--- src/rtl/io_hub_pkg.sv ---
// Shared constants for the PicoBlaze I/O hub: default port map, unmapped read value,
// clock-platform channel indices and a small address-match helper.
package io_hub_pkg;

   localparam logic [7:0] IO_HUB_BASE_IN     = 8'h10;
   localparam logic [7:0] IO_HUB_BASE_OUT    = 8'h40;
   localparam logic [7:0] IO_HUB_STATUS_ADDR = 8'h0F;
   localparam logic [7:0] IO_HUB_RD_UNMAPPED = 8'h00;

   // Input channel map used by the clock firmware
   localparam int unsigned CH_SECONDS   = 0;
   localparam int unsigned CH_MINUTES   = 1;
   localparam int unsigned CH_HOURS     = 2;
   localparam int unsigned CH_DAY       = 3;
   localparam int unsigned CH_MONTH     = 4;
   localparam int unsigned CH_YEAR      = 5;
   localparam int unsigned CH_TMR_SEC   = 6;
   localparam int unsigned CH_TMR_MIN   = 7;
   localparam int unsigned CH_TMR_HOUR  = 8;

   // True when addr selects slot idx of a region starting at base (8-bit wrap).
   function automatic logic addr_hit(input logic [7:0] addr, input logic [7:0] base,
                                     input int unsigned idx);
      return addr == 8'(32'(base) + idx);
   endfunction

endpackage

--- src/rtl/io_hub_event_flags.sv ---
// Sticky event flags: rising-edge detect, read-clear, set wins over a simultaneous clear.
// Edges are ignored on the first cycle after reset so levels held through reset do not flag.
module io_hub_event_flags #(
   parameter int unsigned N_EV = 4
) (
   input  logic            clk,
   input  logic            reset,
   input  logic [N_EV-1:0] ev_in,
   input  logic            clr,
   output logic [N_EV-1:0] ev_flag
);

   logic [N_EV-1:0] ev_prev_q, ev_prev_d;
   logic [N_EV-1:0] ev_flag_q, ev_flag_d;
   logic            armed_q, armed_d;
   logic [N_EV-1:0] rise;

   always_comb begin
      ev_prev_d = ev_in;
      armed_d   = 1'b1;
      rise      = armed_q ? (ev_in & ~ev_prev_q) : '0;
      ev_flag_d = clr ? rise : (ev_flag_q | rise);
   end

   always_ff @(posedge clk or negedge reset) begin
      if (!reset) begin
         ev_prev_q <= '0;
         ev_flag_q <= '0;
         armed_q   <= 1'b0;
      end else begin
         ev_prev_q <= ev_prev_d;
         ev_flag_q <= ev_flag_d;
         armed_q   <= armed_d;
      end
   end

   assign ev_flag = ev_flag_q;

endmodule

--- src/rtl/pb_io_hub.sv ---
// PicoBlaze port-bus hub: registered input mux, output register file with write pulses,
// sticky event flags. Define IO_HUB_SNAPSHOT_EN for the coherent snapshot group.
module pb_io_hub
   import io_hub_pkg::*;
#(
   parameter int unsigned N_IN        = 12,
   parameter int unsigned N_OUT       = 4,
   parameter int unsigned N_EV        = 4,
   parameter int unsigned SNAP_N      = 3,
   parameter logic [7:0]  BASE_IN     = IO_HUB_BASE_IN,
   parameter logic [7:0]  BASE_OUT    = IO_HUB_BASE_OUT,
   parameter logic [7:0]  STATUS_ADDR = IO_HUB_STATUS_ADDR
) (
   input  logic                clk,
   input  logic                reset,
   input  logic [7:0]          port_id,
   input  logic                read_strobe,
   input  logic                write_strobe,
   input  logic                k_write_strobe,
   input  logic [7:0]          out_port,
   input  logic [8*N_IN-1:0]   ch_in,
   input  logic [N_EV-1:0]     ev_in,
   output logic [7:0]          in_port,
   output logic [8*N_OUT-1:0]  out_reg,
   output logic [N_OUT-1:0]    wr_pulse
);

   if (N_IN < 1 || N_IN > 32 || N_OUT < 1 || N_OUT > 16 || N_EV < 1 || N_EV > 8 ||
       SNAP_N < 2 || SNAP_N > N_IN) begin : g_bad_cfg
      $error("pb_io_hub: parameter out of range");
   end

   logic [7:0]         in_port_q, in_port_d;
   logic [8*N_OUT-1:0] out_reg_q, out_reg_d;
   logic [N_OUT-1:0]   wr_pulse_q, wr_pulse_d;
   logic [N_EV-1:0]    ev_flag;
   logic               status_clr_c;

   assign status_clr_c = read_strobe && (port_id == STATUS_ADDR);

   io_hub_event_flags #(.N_EV(N_EV)) u_event_flags (
      .clk     (clk),
      .reset   (reset),
      .ev_in   (ev_in),
      .clr     (status_clr_c),
      .ev_flag (ev_flag)
   );

`ifdef IO_HUB_SNAPSHOT_EN
   localparam int unsigned SHADOW_W = 8 * (SNAP_N - 1);

   logic [SHADOW_W-1:0] shadow_q, shadow_d;

   // Reading channel 0 freezes channels 1..SNAP_N-1 so multi-byte fields read coherently
   always_comb begin
      shadow_d = shadow_q;
      if (read_strobe && port_id == BASE_IN) begin
         shadow_d = ch_in[8 +: SHADOW_W];
      end
   end

   always_ff @(posedge clk or negedge reset) begin
      if (!reset) begin
         shadow_q <= '0;
      end else begin
         shadow_q <= shadow_d;
      end
   end
`endif

   // Read mux; later assignments carry higher priority
   always_comb begin
      in_port_d = IO_HUB_RD_UNMAPPED;
      for (int unsigned i = 0; i < N_IN; i++) begin
         if (addr_hit(port_id, BASE_IN, i)) begin
            in_port_d = ch_in[8*i +: 8];
         end
      end
`ifdef IO_HUB_SNAPSHOT_EN
      for (int unsigned i = 1; i < SNAP_N; i++) begin
         if (addr_hit(port_id, BASE_IN, i)) begin
            in_port_d = shadow_q[8*(i-1) +: 8];
         end
      end
`endif
      if (port_id == STATUS_ADDR) begin
         in_port_d = 8'(ev_flag);
      end
   end

   // Write decode; a full-address strobe masks the constant-optimised one
   always_comb begin
      out_reg_d  = out_reg_q;
      wr_pulse_d = '0;
      for (int unsigned j = 0; j < N_OUT; j++) begin
         if (write_strobe ? addr_hit(port_id, BASE_OUT, j)
                          : (k_write_strobe && port_id[3:0] == 4'(j))) begin
            out_reg_d[8*j +: 8] = out_port;
            wr_pulse_d[j]       = 1'b1;
         end
      end
   end

   always_ff @(posedge clk or negedge reset) begin
      if (!reset) begin
         in_port_q  <= '0;
         out_reg_q  <= '0;
         wr_pulse_q <= '0;
      end else begin
         in_port_q  <= in_port_d;
         out_reg_q  <= out_reg_d;
         wr_pulse_q <= wr_pulse_d;
      end
   end

   assign in_port  = in_port_q;
   assign out_reg  = out_reg_q;
   assign wr_pulse = wr_pulse_q;

endmodule

--- config.mk ---
export PLATFORM = sky130hd
export DESIGN_NAME = pb_io_hub
export DESIGN_NICKNAME = d
export VERILOG_FILES = /design/src/rtl/io_hub_pkg.sv /design/src/rtl/io_hub_event_flags.sv /design/src/rtl/pb_io_hub.sv
export SDC_FILE = /design/constraint.sdc
export NUM_CORES = 1
export LEC_CHECK = 0
export CORE_MARGIN = 2
export CORE_UTILIZATION = 42
export CTS_CLUSTER_SIZE = 14
export DETAILED_ROUTE_END_ITERATION = 7
export GPL_TIMING_DRIVEN = 0
export PLACE_DENSITY = 0.84
export SLEW_MARGIN = 10
export SYNTH_ARGS = -nofsm -noshare
export SYNTH_HDL_FRONTEND = slang
export SYNTH_SLANG_ARGS = --single-unit
--- constraint.sdc ---
create_clock -name clk -period 1.83 [get_ports clk]
set_clock_uncertainty 0.15 [all_clocks]
set_input_delay 0.2745 -clock clk [delete_from_list [all_inputs] [get_ports clk]]
set_output_delay 0.2745 -clock clk [all_outputs]
set_load 0.1 [all_outputs]
== Yosys cells after proc, flatten, opt, wreduce, memory -nomap -nowiden ==
Cells that the tools add are included.

* Output and inout port bits: 44
* Input port bits: 121
* Register bits: 53
* Word-level logic and storage cells: 61

* Reductions and logical operators: 6
* Bitwise operators: 3
* Equality and inequality tests: 20
* Mux-type cells: 23

{| class="wikitable"
|+ Operators with widths
! cell !! number
|-
| $mux W8 || 13
|-
| $eq A8 B5 Y1 const B || 12
|-
| $eq A8 B7 Y1 const B || 4
|-
| $eq A4 B2 Y1 const B || 2
|-
| $eq A8 B4 Y1 const B || 1
|-
| $mux W1 || 8
|-
| $mux W4 || 2
|-
| $logic_and A1 B1 Y1 || 5
|-
| $and A4 B4 Y4 || 1
|-
| $eq A4 B1 Y1 const B || 1
|-
| $logic_not A4 Y1 || 1
|-
| $not A4 Y4 || 1
|-
| $or A4 B4 Y4 || 1
|}

== Depth between registers and ports, before layout ==
Gate-level depths: netlist of the first run.

* Depth in word-level cells: 14
* Depth in mapped cells: 7

== Hierarchy ==
From an unflattened synthesis of the first run, not the netlist that was laid out.

* Cells, all modules: 281
* Area, all modules: 2992.9 um^2

{| class="wikitable"
|+ By module, submodules not included
! module !! area an instance (um^2) !! cells each !! seq. area each (um^2) !! instances
|-
| pb_io_hub || 2695.1 || 259 || 1101.1 || 1
|-
| io_hub_event_flags || 297.8 || 22 || 225.2 || 1
|}

== Worst setup path before layout of the first run ==
Ideal clock, no wire load.

* Path type: input to register
* Start point: input port port_id[3]
* End point: register out_reg_q[0] (netlist: out_reg[0])
* Cell stages on the path: 5
* Slack: -112 ps
* Data arrival time: 1667 ps
* Required time: 1555 ps
* Buffers on the path: 2
* Cell sequence: buf_2 -> or2_2 -> clkbuf_1 -> nor4_4 -> mux2_2

* Longest elaborated chain between the ends: 3
* Elaborated cells between the ends (all ways): 4
* Those cells by class: eq/ne: 1; mux: 1; reduce/logical: 2

{| class="wikitable"
|+ Ends and longest elaborated chain
! item !! RTL line !! source
|-
| from (decl) || pb_io_hub.sv:16 || <nowiki>input logic [7:0] port_id,</nowiki>
|-
| $logic_not A4 Y1 || pb_io_hub.sv:97 || <nowiki>: (k_write_strobe && port_id[3:0] == 4'(j))) begin</nowiki>
|-
| $logic_and A1 B1 Y1 || pb_io_hub.sv:97 ||
|-
| $mux W1 (*) || pb_io_hub.sv:96 || <nowiki>if (write_strobe ? addr_hit(port_id, BASE_OUT, j)</nowiki>
|-
| to (signal assigned) || pb_io_hub.sv:111 || <nowiki>out_reg_q <= out_reg_d;</nowiki>
|-
| to (decl) || pb_io_hub.sv:34 || <nowiki>logic [8*N_OUT-1:0] out_reg_q, out_reg_d;</nowiki>
|}

Every way passes the cells marked *; elsewhere a longest branch is shown, timed or not.
A chain may end at the register's enable or synchronous reset.

== Worst setup path in the final report of the first run ==
* Start point: input port port_id[5]
* End point: register in_port_q[5] (netlist: in_port[5])

* Longest elaborated chain between the ends: 14
* Elaborated cells between the ends (all ways): 26
* Those cells by class: eq/ne: 13; mux: 13

{| class="wikitable"
|+ Ends and longest elaborated chain
! item !! RTL line !! source
|-
| $eq A8 B5 Y1 || io_hub_pkg.sv:24 || <nowiki>return addr == 8'(32'(base) + idx);</nowiki>
|-
| $mux W8 (12 in series) || pb_io_hub.sv:75 || <nowiki>if (addr_hit(port_id, BASE_IN, i)) begin</nowiki>
|-
| $mux W8 (*) || pb_io_hub.sv:86 || <nowiki>if (port_id == STATUS_ADDR) begin</nowiki>
|-
| named net in_port_d[5] || pb_io_hub.sv:33 || <nowiki>logic [7:0] in_port_q, in_port_d;</nowiki>
|-
| to (signal assigned) || pb_io_hub.sv:110 || <nowiki>in_port_q <= in_port_d;</nowiki>
|-
| to (decl) || pb_io_hub.sv:33 ||
|}

The timed path passes the listed nets; every way through them passes the cells marked *.

==> impl_metrics.tcl, run 1 <==
set metrics [dict create \
    dp_hpwl_mm 7.84 \
    track_usage 0.273 \
    cpMaxStageDelayCell "sky130_fd_sc_hd__or4b_4" \
    hold_path_startpoint "u_event_flags.ev_prev_q[2]" \
    tritoncts "done" \
    power_density_nw_per_um2 842 \
    drt-initial-drc-count 314 \
    critical_path.startpoint_type "primary input" \
    finalHoldViolations 0 \
    start_util 0.441 \
    ys_types 49 \
    startpoint "port_id[5]" \
    later_pin_clock_latency_in_the_skew_report_ps 290 \
    setup.worst_path.class "in2reg" \
    routabilityCongestion 0.886 \
    crit_chain "clkdlybuf4s15_2 > or4b_4 > or4_1 > a31oi_1 > a21oi_1" \
    numClockSinks 53 \
    syn_to_final_growth_pct 73.9 \
    p_seq_frac 0.322 \
    cp_data_required_time_ps 1860 \
    edff_count_synth 0 \
    setup-tns-final_ps 0 \
    maxSlewViolCount 0 \
    synth_nets 384 \
    pwr-share-comb 0.505 \
    antenna_violating_nets_post_route 0 \
    synthCells 263 \
    num_io_pins 165 \
    power.clock.fraction 0.173 \
    vias 3124 \
    num_antenna_cells 0 \
    grt_first_pass_wirelength_mm 16.3 \
    period_needed_ps 1800 \
    slew_headroom 0.623 \
    drive_above_1_share 0.357 \
    cap_viol_max_count 0 \
    p_int_mw 2.40 \
    synth.yosys.seq_area_share 0.438 \
    end_point_of_the_worst_hold_path "u_event_flags.ev_flag[2]" \
    die_area_sq_um 7900 \
    r2r_slack_ps 840 \
    clk_pin_slew_worst_paths_ps 90 \
    netSwitchingFraction 0.458 \
    synthesis.area_per_instance_sq_um 11.5 \
    crit_arrival_ps 1830 \
    synth_area_leaders "sky130_fd_sc_hd__dfrtp_1, sky130_fd_sc_hd__mux2_2, sky130_fd_sc_hd__mux2i_1" \
    synthesis.area_sq_um 3030 \
    critPathMaxFanout 5 \
    totalWireLength_mm 10.9 \
    ctsRootBufferMaster "sky130_fd_sc_hd__clkbuf_8" \
    synthDominantAreaCellType "sky130_fd_sc_hd__dfrtp_1" \
    floorplan.die.height_microns 88.9 \
    class_of_the_tightest_hold_or_removal_check "reg2reg" \
    setup_violations 0 \
    drtPass1Iterations 5 \
    min_period_over_period 0.984 \
    nets 564 \
    worstMarginPinSlew_ps 568 \
    worstHoldPathCells 1 \
    ctsHtreeMaxLevel 2 \
    r2r-start "out_reg[17]" \
    cts_inserted_buffers 5 \
    rows 30 \
    synth_top_cell_area_share 0.438 \
    die_width_microns 88.9 \
    worst_r2r_endpoint "out_reg[17]" \
    cts_buffer_depth 2 \
    antenna_violations_before_repair 0 \
    post_dp_cell_area_sq_um 4830 \
    grt_max_degree 33 \
    critical-path-max-stage-delay_ps 610 \
    core-area_sq_um 6870 \
    finalInstanceArea_sq_um 5270 \
    yosys_warnings 0 \
    first_global_vias 3187 \
    dominantRegCellSynth "sky130_fd_sc_hd__dfrtp_1" \
    synth_register_bits 53 \
    grt_overflow_total 0 \
    type_of_element_capturing_the_critical_path "flip-flop" \
    report.power.total_mw 4.43 \
    post_drt_wl_per_cell_microns 20.3 \
    portBuffers 162 \
    drc_errors 0 \
    layout_filler_cell_count 431 \
    vias_per_cell 5.80 \
    fmax_mhz 555 \
    synth_common_cells "sky130_fd_sc_hd__dfrtp_1, sky130_fd_sc_hd__mux2_2, sky130_fd_sc_hd__mux2i_1" \
    rr_worst_depth 1 \
    peakVddDrop_uv 457 \
    most_common_cell_in_the_synthesized_netlist "sky130_fd_sc_hd__dfrtp_1" \
    async_reset_ff_frac 1.00 \
    largest_register_ff_count 32 \
    p_sw_mw 2.03 \
    power.static_leakage_nw 2.14 \
    run_status "finished clean" \
]
stage by stage:
step	cells	worst slack [ps]	util	hold slack [ps]
floorplan	263	-42.4	-	-171
detailed placement	522	-961	0.703	107
CTS	536	0.298	0.752	262
finish	539	29.8	0.767	276
global route	539	-26.5	0.767	289
global placement	521	-1060	0.701	249
logic make-up after synthesis:
logic type	count (synthesis)	share of synthesized area
buffers and inverters	24	0.0343
AND/OR/NAND/NOR	64	0.137
multiplexers	65	0.253
other	1	0.00124
AO/OA/AOI/OAI	56	0.137
flip-flops	53	0.438
final cells by class:
type | count | area, sq um | area share
multi-input combinational | 187 | 1780 | 0.337
buffer | 13 | 104 | 0.0197
timing repair buffer | 175 | 1810 | 0.343
clock buffer | 5 | 68.8 | 0.0131
inverter | 8 | 30.0 | 0.00570
clock inverter | 2 | 35.0 | 0.00665
tap | 96 | 120 | 0.0228
sequential | 53 | 1330 | 0.252
placed cells by master (no fill, tap or decap), drive strengths merged, types with 3 or more instances in the layout:
cell and n:
o31ai 3, nand2b 4, mux4 5, a2bb2oi 5
a31oi 4, o22ai 5, o21ai 5, nor4 9
clkdlybuf4s15 45, nand4 3, dfrtp 53, a211oi 5
a32oi 3, clkbuf 13, nor2 7, buf 22
mux2i 21, a32o 3, nor3 9, nor2b 5
mux2 39, clkdlybuf4s50 111, a22oi 3, nand2 15
a21oi 8, inv 8
worst max-delay path by stage:
stage / endpoint / slack (ps)
4_1_cts: in_port[0] / 0.3
2_1_floorplan: out_reg[0] / -40
3_3_place_gp: in_port[7] / -1060
6_report: in_port[5] / 30
3_5_place_dp: u_event_flags.ev_flag[0] / -960
5_1_grt: in_port[5] / -30
what timing repair did:
item | 4_1_cts | 5_1_grt
pin swaps | 9 | 7
setup endpoints to repair | 92 | 42
endpoints found under the hold margin | 21 | 0
setup buffers | 8 | 3
cloned | 1 | 0
resized for setup | 174 | 23
hold buffers | 1 | 0
worst max-delay path: cells and delay by family:
family,cells,cell delay [ps]
compound gates,2,210
simple gates,2,1100
buf+inv,1,240
power groups by stage:
| stage | clock, mW | sequential [mW] | combinational (mW) |
|---|---|---|---|
| finish | 0.766 | 1.43 | 2.24 |
| global route | 0.812 | 1.45 | 2.30 |
| CTS | 0.758 | 1.42 | 2.20 |
| detailed placement | 0 | 1.45 | 2.23 |
| global placement | 0 | 1.43 | 2.20 |
| floorplan | 0 | 2.60 | 0.338 |
metal layers:
metal,track usage,share of wire
met3,0.0508,0.087
met4,0.0909,0.034
met5,0,0
met2,0.488,0.51
met1,0.331,0.36
(Power assumes the default switching activity.)
==> run 2, diff against run 1 <==
--- a/config.mk
+++ b/config.mk
@@ -10,8 +10,9 @@
 export CTS_CLUSTER_SIZE = 14
 export DETAILED_ROUTE_END_ITERATION = 7
 export GPL_TIMING_DRIVEN = 0
-export PLACE_DENSITY = 0.84
+export PLACE_DENSITY = 0.86
 export SLEW_MARGIN = 10
 export SYNTH_ARGS = -nofsm -noshare
 export SYNTH_HDL_FRONTEND = slang
+export SYNTH_HIERARCHICAL = 1
 export SYNTH_SLANG_ARGS = --single-unit
==> run 2 against run 1 <==
  * Sequential power hardly changed
  * Non-clock buffer count up 1
  * Synthesized cell count increased by 6.8%
  * Cell area is 1.4% lower
  * First-iteration DRC count down 48%
  * Global-route usage increased by 0.45 points
  * Worst setup slack worse by 0.68 ps
  * Hold slack worse by 98 ps
  * Critical endpoint is now out_reg[6]
  * Largest power group unchanged
  * Highest routed layer unchanged
==> impl_metrics.tcl, run 2 <==
set metrics [dict create \
    crit_arrival_ps 1840 \
    fmax_mhz 555 \
    synthesis.area_sq_um 2990 \
    portBuffers 163 \
    critPathMaxFanout 5 \
    nets 582 \
    setup.worst_path.class "in2reg" \
    min_period_over_period 0.984 \
    antenna_violations_before_repair 0 \
    antenna_violating_nets_post_route 0 \
    report.power.total_mw 4.44 \
    cap_viol_max_count 0 \
    floorplan.die.height_microns 88.4 \
    synthDominantAreaCellType "sky130_fd_sc_hd__dfrtp_1" \
    maxSlewViolCount 0 \
    cp_data_required_time_ps 1870 \
    power_density_nw_per_um2 855 \
    async_reset_ff_frac 1.00 \
    synth_common_cells "sky130_fd_sc_hd__dfrtp_1, sky130_fd_sc_hd__mux2_2, sky130_fd_sc_hd__o21ai_0" \
    die_area_sq_um 7820 \
    grt_overflow_total 0 \
    worstMarginPinSlew_ps 567 \
    synth_top_cell_area_share 0.443 \
    critical_path.startpoint_type "primary input" \
    ys_types 45 \
    tritoncts "done" \
    p_int_mw 2.45 \
    die_width_microns 88.4 \
    period_needed_ps 1800 \
    p_sw_mw 1.99 \
    synthesis.area_per_instance_sq_um 10.7 \
    setup_violations 0 \
    synth.yosys.seq_area_share 0.443 \
    synth_area_leaders "sky130_fd_sc_hd__dfrtp_1, sky130_fd_sc_hd__mux2_2, sky130_fd_sc_hd__mux2i_1" \
    setup_ws_ps 29.1 \
    worst_hold_slack_ps 178 \
    most_common_cell_in_the_synthesized_netlist "sky130_fd_sc_hd__dfrtp_1" \
    synth_nets 402 \
    netSwitchingFraction 0.448 \
    drc_errors 0 \
    pwr-share-comb 0.494 \
    num_io_pins 165 \
    numClockSinks 53 \
    grt_first_pass_wirelength_mm 16.3 \
    cts_buffer_depth 2 \
    drt-initial-drc-count 163 \
    slew_headroom 0.624 \
    layout.cells.most_common_list "sky130_fd_sc_hd__clkdlybuf4s50_1, sky130_fd_sc_hd__dfrtp_1, sky130_fd_sc_hd__clkdlybuf4s15_2" \
    num_antenna_cells 0 \
    cts_inserted_buffers 5 \
    class_of_the_tightest_hold_or_removal_check "in2reg" \
    dominantRegCellSynth "sky130_fd_sc_hd__dfrtp_1" \
    peakVddDrop_uv 525 \
    power.clock.fraction 0.185 \
    synth_register_bits 53 \
    power.static_leakage_nw 2.17 \
    first_global_vias 3086 \
    grt_max_degree 34 \
    later_pin_clock_latency_in_the_skew_report_ps 300 \
    finalInstanceArea_sq_um 5190 \
    drive_above_1_share 0.307 \
    finalHoldViolations 0 \
    layout.cells.most_common "sky130_fd_sc_hd__clkdlybuf4s50_1" \
    ctsRootBufferMaster "sky130_fd_sc_hd__clkbuf_8" \
    rows 30 \
    dp_hpwl_mm 7.90 \
    post_drt_wl_per_cell_microns 19.0 \
    clk_pin_slew_worst_paths_ps 90 \
    run_status "finished clean" \
    post_dp_cell_area_sq_um 4770 \
    routabilityCongestion 0.921 \
    synthCells 281 \
    yosys_warnings 6 \
    p_seq_frac 0.321 \
    start_util 0.438 \
    vias 3063 \
    edff_count_synth 0 \
    ctsHtreeMaxLevel 2 \
    syn_to_final_growth_pct 73.5 \
    drtPass1Iterations 5 \
    core-area_sq_um 6830 \
    track_usage 0.278 \
    layout_filler_cell_count 480 \
    totalWireLength_mm 10.6 \
    rsz0062_at_grt "yes" \
    place_worst_setup_slack_ps -854 \
    vias_per_cell 5.49 \
    largest_register_ff_count 32 \
    type_of_element_capturing_the_critical_path "flip-flop" \
]
==> run 2: what timing repair did <==
item | 4_1_cts | 5_1_grt
setup buffers | 7 | 0
hold endpoints to repair | 20 | 0
pin swaps | 7 | 5
setup endpoints to repair | 92 | 16
hold buffers | 1 | 0
gates cloned | 2 | 0
gates resized for setup | 187 | 11
==> run 2: kinds of logic after synthesis <==
group,Yosys count,share of synthesized area
and+or+nand+nor,79,0.153
AOI/OAI and AO/OA,64,0.139
muxes,61,0.229
DFF,53,0.443
buffers and inverters,23,0.0343
other,1,0.00125
==> run 2: final timing paths <==
kind                            cells past startpoint                       end                       start  slack, ps
worst min-delay path                                3                in_port[7]                  port_id[5]        180
min in group asynchronous                           2                out_reg[1]                       reset        310
worst min register to register                      1  u_event_flags/ev_flag[1]  u_event_flags/ev_prev_q[1]        280
worst max register to register                      1               out_reg[28]                 out_reg[28]        850
worst max-delay path                                8                out_reg[6]                  port_id[4]         30
max in group asynchronous                           3                in_port[3]                       reset        670
==> run 2: power groups by stage <==
stage	logic, mW	clock network, mW	registers, mW
2_1_floorplan	0.326	0	2.57
3_3_place_gp	2.16	0	1.43
3_5_place_dp	2.19	0	1.44
4_1_cts	2.18	0.830	1.42
5_1_grt	2.27	0.895	1.44
6_report	2.19	0.824	1.43
==> run 2: worst max-delay path: stages <==
cell                      delay, ps
sky130_fd_sc_hd__buf_6          100
sky130_fd_sc_hd__nor3_2         150
sky130_fd_sc_hd__a31oi_1        110
sky130_fd_sc_hd__or3_4          470
sky130_fd_sc_hd__nor3_4         140
sky130_fd_sc_hd__buf_6          150
sky130_fd_sc_hd__buf_12         130
sky130_fd_sc_hd__mux2_4         300
==> run 2: per-layer routing <==
metal	track usage	wire length (microns)	vias up
met4	0.0758	282	0
met1	0.374	4190	1457
met5	0	0	-
li1	-	-	1395
met3	0.0541	970	25
met2	0.460	5150	186
==> run 2: area by class of cell <==
class	count	area (sq um)	area share
inverter	7	26.3	0.00506
multi-input combinational	205	1670	0.322
clock buffer	6	82.6	0.0159
tap	96	120	0.0231
clock inverter	2	37.5	0.00723
sequential	53	1330	0.255
buffer	15	96.3	0.0186
timing repair buffer	174	1830	0.353
==> run 2: through the flow <==
stage	util	std cells	TNS, ps
after floorplan	-	281	-938
after global placement	0.697	540	-96860
after detailed placement	0.699	541	-40190
after CTS	0.758	558	0
after global routing	0.760	558	-3.04
final	0.760	558	0
==> run 3, diff against run 2 <==
--- a/config.mk
+++ b/config.mk
@@ -5,9 +5,8 @@
 export SDC_FILE = /design/constraint.sdc
 export NUM_CORES = 1
 export LEC_CHECK = 0
-export CORE_MARGIN = 2
+export CORE_MARGIN = 5
 export CORE_UTILIZATION = 42
-export CTS_CLUSTER_SIZE = 14
 export DETAILED_ROUTE_END_ITERATION = 7
 export GPL_TIMING_DRIVEN = 0
 export PLACE_DENSITY = 0.86
==> run 3 against run 2 <==
  * The flow now finishes with violations (negative setup slack)
  * Die area is 14% higher
  * Flip-flop and latch count stayed put
  * Cell count is 1.8% higher
  * Via count is 3.9% higher
  * Combinational power is 2% higher
  * Count of clock-buffer cells in the layout is 1 lower
  * Critical path type unchanged
  * Critical endpoint is now in_port[0]
  * Largest power group unchanged
==> impl_metrics.tcl, run 3 (synthesis results as in run 2) <==
set metrics [dict create \
    run_status "complete, but fails checks" \
    violations_in_the_final_reports "negative setup slack" \
    type_of_element_capturing_the_critical_path "flip-flop" \
    maxSlewViolCount 0 \
    post_drt_wl_per_cell_microns 20.9 \
    num_io_pins 165 \
    class_of_the_tightest_hold_or_removal_check "in2reg" \
    dp_hpwl_mm 8.75 \
    report.power.total_mw 4.36 \
    cts_buffer_depth 2 \
    routabilityCongestion 0.946 \
    startpoint "ch_in[8]" \
    min_period_over_period 1.02 \
    antenna_violations_before_repair 0 \
    setup_ws_ps -41.1 \
    cp_data_required_time_ps 1870 \
    drive_above_1_share 0.320 \
    fin_cells 568 \
    grt_first_pass_wirelength_mm 17.4 \
    core-area_sq_um 6870 \
    worst_r2r_endpoint "out_reg[14]" \
    drtPass1Iterations 5 \
    start_util 0.436 \
    critical_path.n_buffers_inverters 1 \
    drc_errors 0 \
    power.static_leakage_nw 2.24 \
    nets 592 \
    crit_chain "clkdlybuf4s50_1 > mux2_2 > a221oi_1 > o22ai_1 > and3_1 > a221o_1" \
    cap_viol_max_count 0 \
    cpMaxStageDelayCell "sky130_fd_sc_hd__clkdlybuf4s50_1" \
    floorplan.die.height_microns 94.4 \
    critical_path.startpoint_type "primary input" \
    path_delay_family "compound AO/OA/AOI/OAI gates" \
    totalWireLength_mm 11.9 \
    clk_pin_slew_worst_paths_ps 90 \
    fmax_mhz 534 \
    place.detailed.instances 541 \
    vias_per_cell 5.60 \
    grt_max_degree 32 \
    critical-path-max-stage-delay_ps 420 \
    period_needed_ps 1870 \
    worstMarginPinSlew_ps 577 \
    critPathCapture "in_port[0]" \
    tritoncts "done" \
    vias 3183 \
    num_antenna_cells 0 \
    layout.cells.most_common_list "sky130_fd_sc_hd__clkdlybuf4s50_1, sky130_fd_sc_hd__dfrtp_1, sky130_fd_sc_hd__clkdlybuf4s15_2" \
    rr_worst_depth 1 \
    largest_register_ff_count 32 \
    rsz0062_at_grt "yes" \
    power_density_nw_per_um2 820 \
    ctsRootBufferMaster "sky130_fd_sc_hd__clkbuf_8" \
    setup.worst_path.class "in2reg" \
    r2r_slack_ps 870 \
    antenna_violating_nets_post_route 0 \
    first_global_vias 3328 \
    critPathMaxFanout 1 \
    ctsHtreeMaxLevel 2 \
    later_pin_clock_latency_in_the_skew_report_ps 300 \
    peakVddDrop_uv 603 \
    portBuffers 163 \
    rows 30 \
    grt_overflow_total 0 \
    slew_headroom 0.617 \
    number_of_logic_stages_on_the_critical_path_including_buffering 6 \
    crit_arrival_ps 1910 \
    numClockSinks 53 \
    die_area_sq_um 8910 \
    setup_violations 1 \
    layout.cells.most_common "sky130_fd_sc_hd__clkdlybuf4s50_1" \
    die_width_microns 94.4 \
    drt-initial-drc-count 245 \
    syn_to_final_growth_pct 77.5 \
    track_usage 0.259 \
    cts_inserted_buffers 5 \
    finalHoldViolations 0 \
    r2r-start "out_reg[14]" \
]
run 3: cell types whose count changed in the layout (fill, tap and decap cells not counted), moves of 2 or more:
cell and delta:
sky130_fd_sc_hd__buf_12 +3, sky130_fd_sc_hd__buf_2 +2, sky130_fd_sc_hd__buf_4 +6, sky130_fd_sc_hd__buf_8 +2, sky130_fd_sc_hd__clkbuf_2 -2, sky130_fd_sc_hd__clkbuf_4 -2
sky130_fd_sc_hd__mux2_2 -8, sky130_fd_sc_hd__mux2_4 +8
run 3: repair_timing:
action,CTS,global route
hold buffers,1,0
setup buffers,15,2
pin swaps,8,8
endpoints found under the setup margin,92,40
cloned,1,1
hold endpoints to repair,22,0
gates resized for setup,187,20
run 3: layer usage:
metal | track usage | vias to the layer above | routed length, microns | part of all wire
li1 | - | 1425 | - | -
met1 | 0.314 | 1537 | 4380 | 0.37
met2 | 0.441 | 182 | 6080 | 0.51
met3 | 0.0582 | 39 | 996 | 0.084
met4 | 0.110 | 0 | 425 | 0.036
met5 | 0 | - | 0 | 0
run 3: area by class of cell:
class	count	area (sq um)
well taps	96	120
repair buffers	184	1960
plain buffers	15	92.6
clock buffers	5	68.8
flip-flops and latches	53	1330
inverters	7	26.3
fillers	437	1560
clock inverters	3	25.0
multi-input cells	205	1700
run 3: power breakdown:
| group | switching [mW] | leakage [nW] | internal [mW] | total, mW |
|---|---|---|---|---|
| clock | 0.409 | 0.0447 | 0.277 | 0.686 |
| sequential | 0.0974 | 0.667 | 1.33 | 1.43 |
| combinational | 1.54 | 1.53 | 0.705 | 2.24 |
| total | 2.04 | 2.24 | 2.31 | 4.36 |
run 3: through the flow:
| stage | util | setup slack, ps | setup TNS, ps | instance area, sq um | hold WS, ps |
|---|---|---|---|---|---|
| 3_5_place_dp | 0.695 | -866 | -40290 | 4770 | 130 |
| 3_3_place_gp | 0.693 | -1120 | -98040 | 4760 | 265 |
| 6_report | 0.773 | -41.1 | -41.1 | 5310 | 215 |
| 2_1_floorplan | - | -53.0 | -938 | 3010 | -171 |
| 5_1_grt | 0.773 | -79.0 | -124 | 5310 | 211 |
| 4_1_cts | 0.762 | -41.0 | -177 | 5230 | 234 |
run 3: worst min-delay path by stage:
stage | from | to | depth (start not counted)
final | port_id[5] | in_port[7] | 3
after global routing | port_id[5] | in_port[7] | 3
after CTS | port_id[5] | in_port[7] | 3
after detailed placement | reset | out_reg[17] | 1
after global placement | u_event_flags/ev_prev_q[1] | u_event_flags/ev_flag[1] | 1
after floorplan | reset | in_port[0] | 0
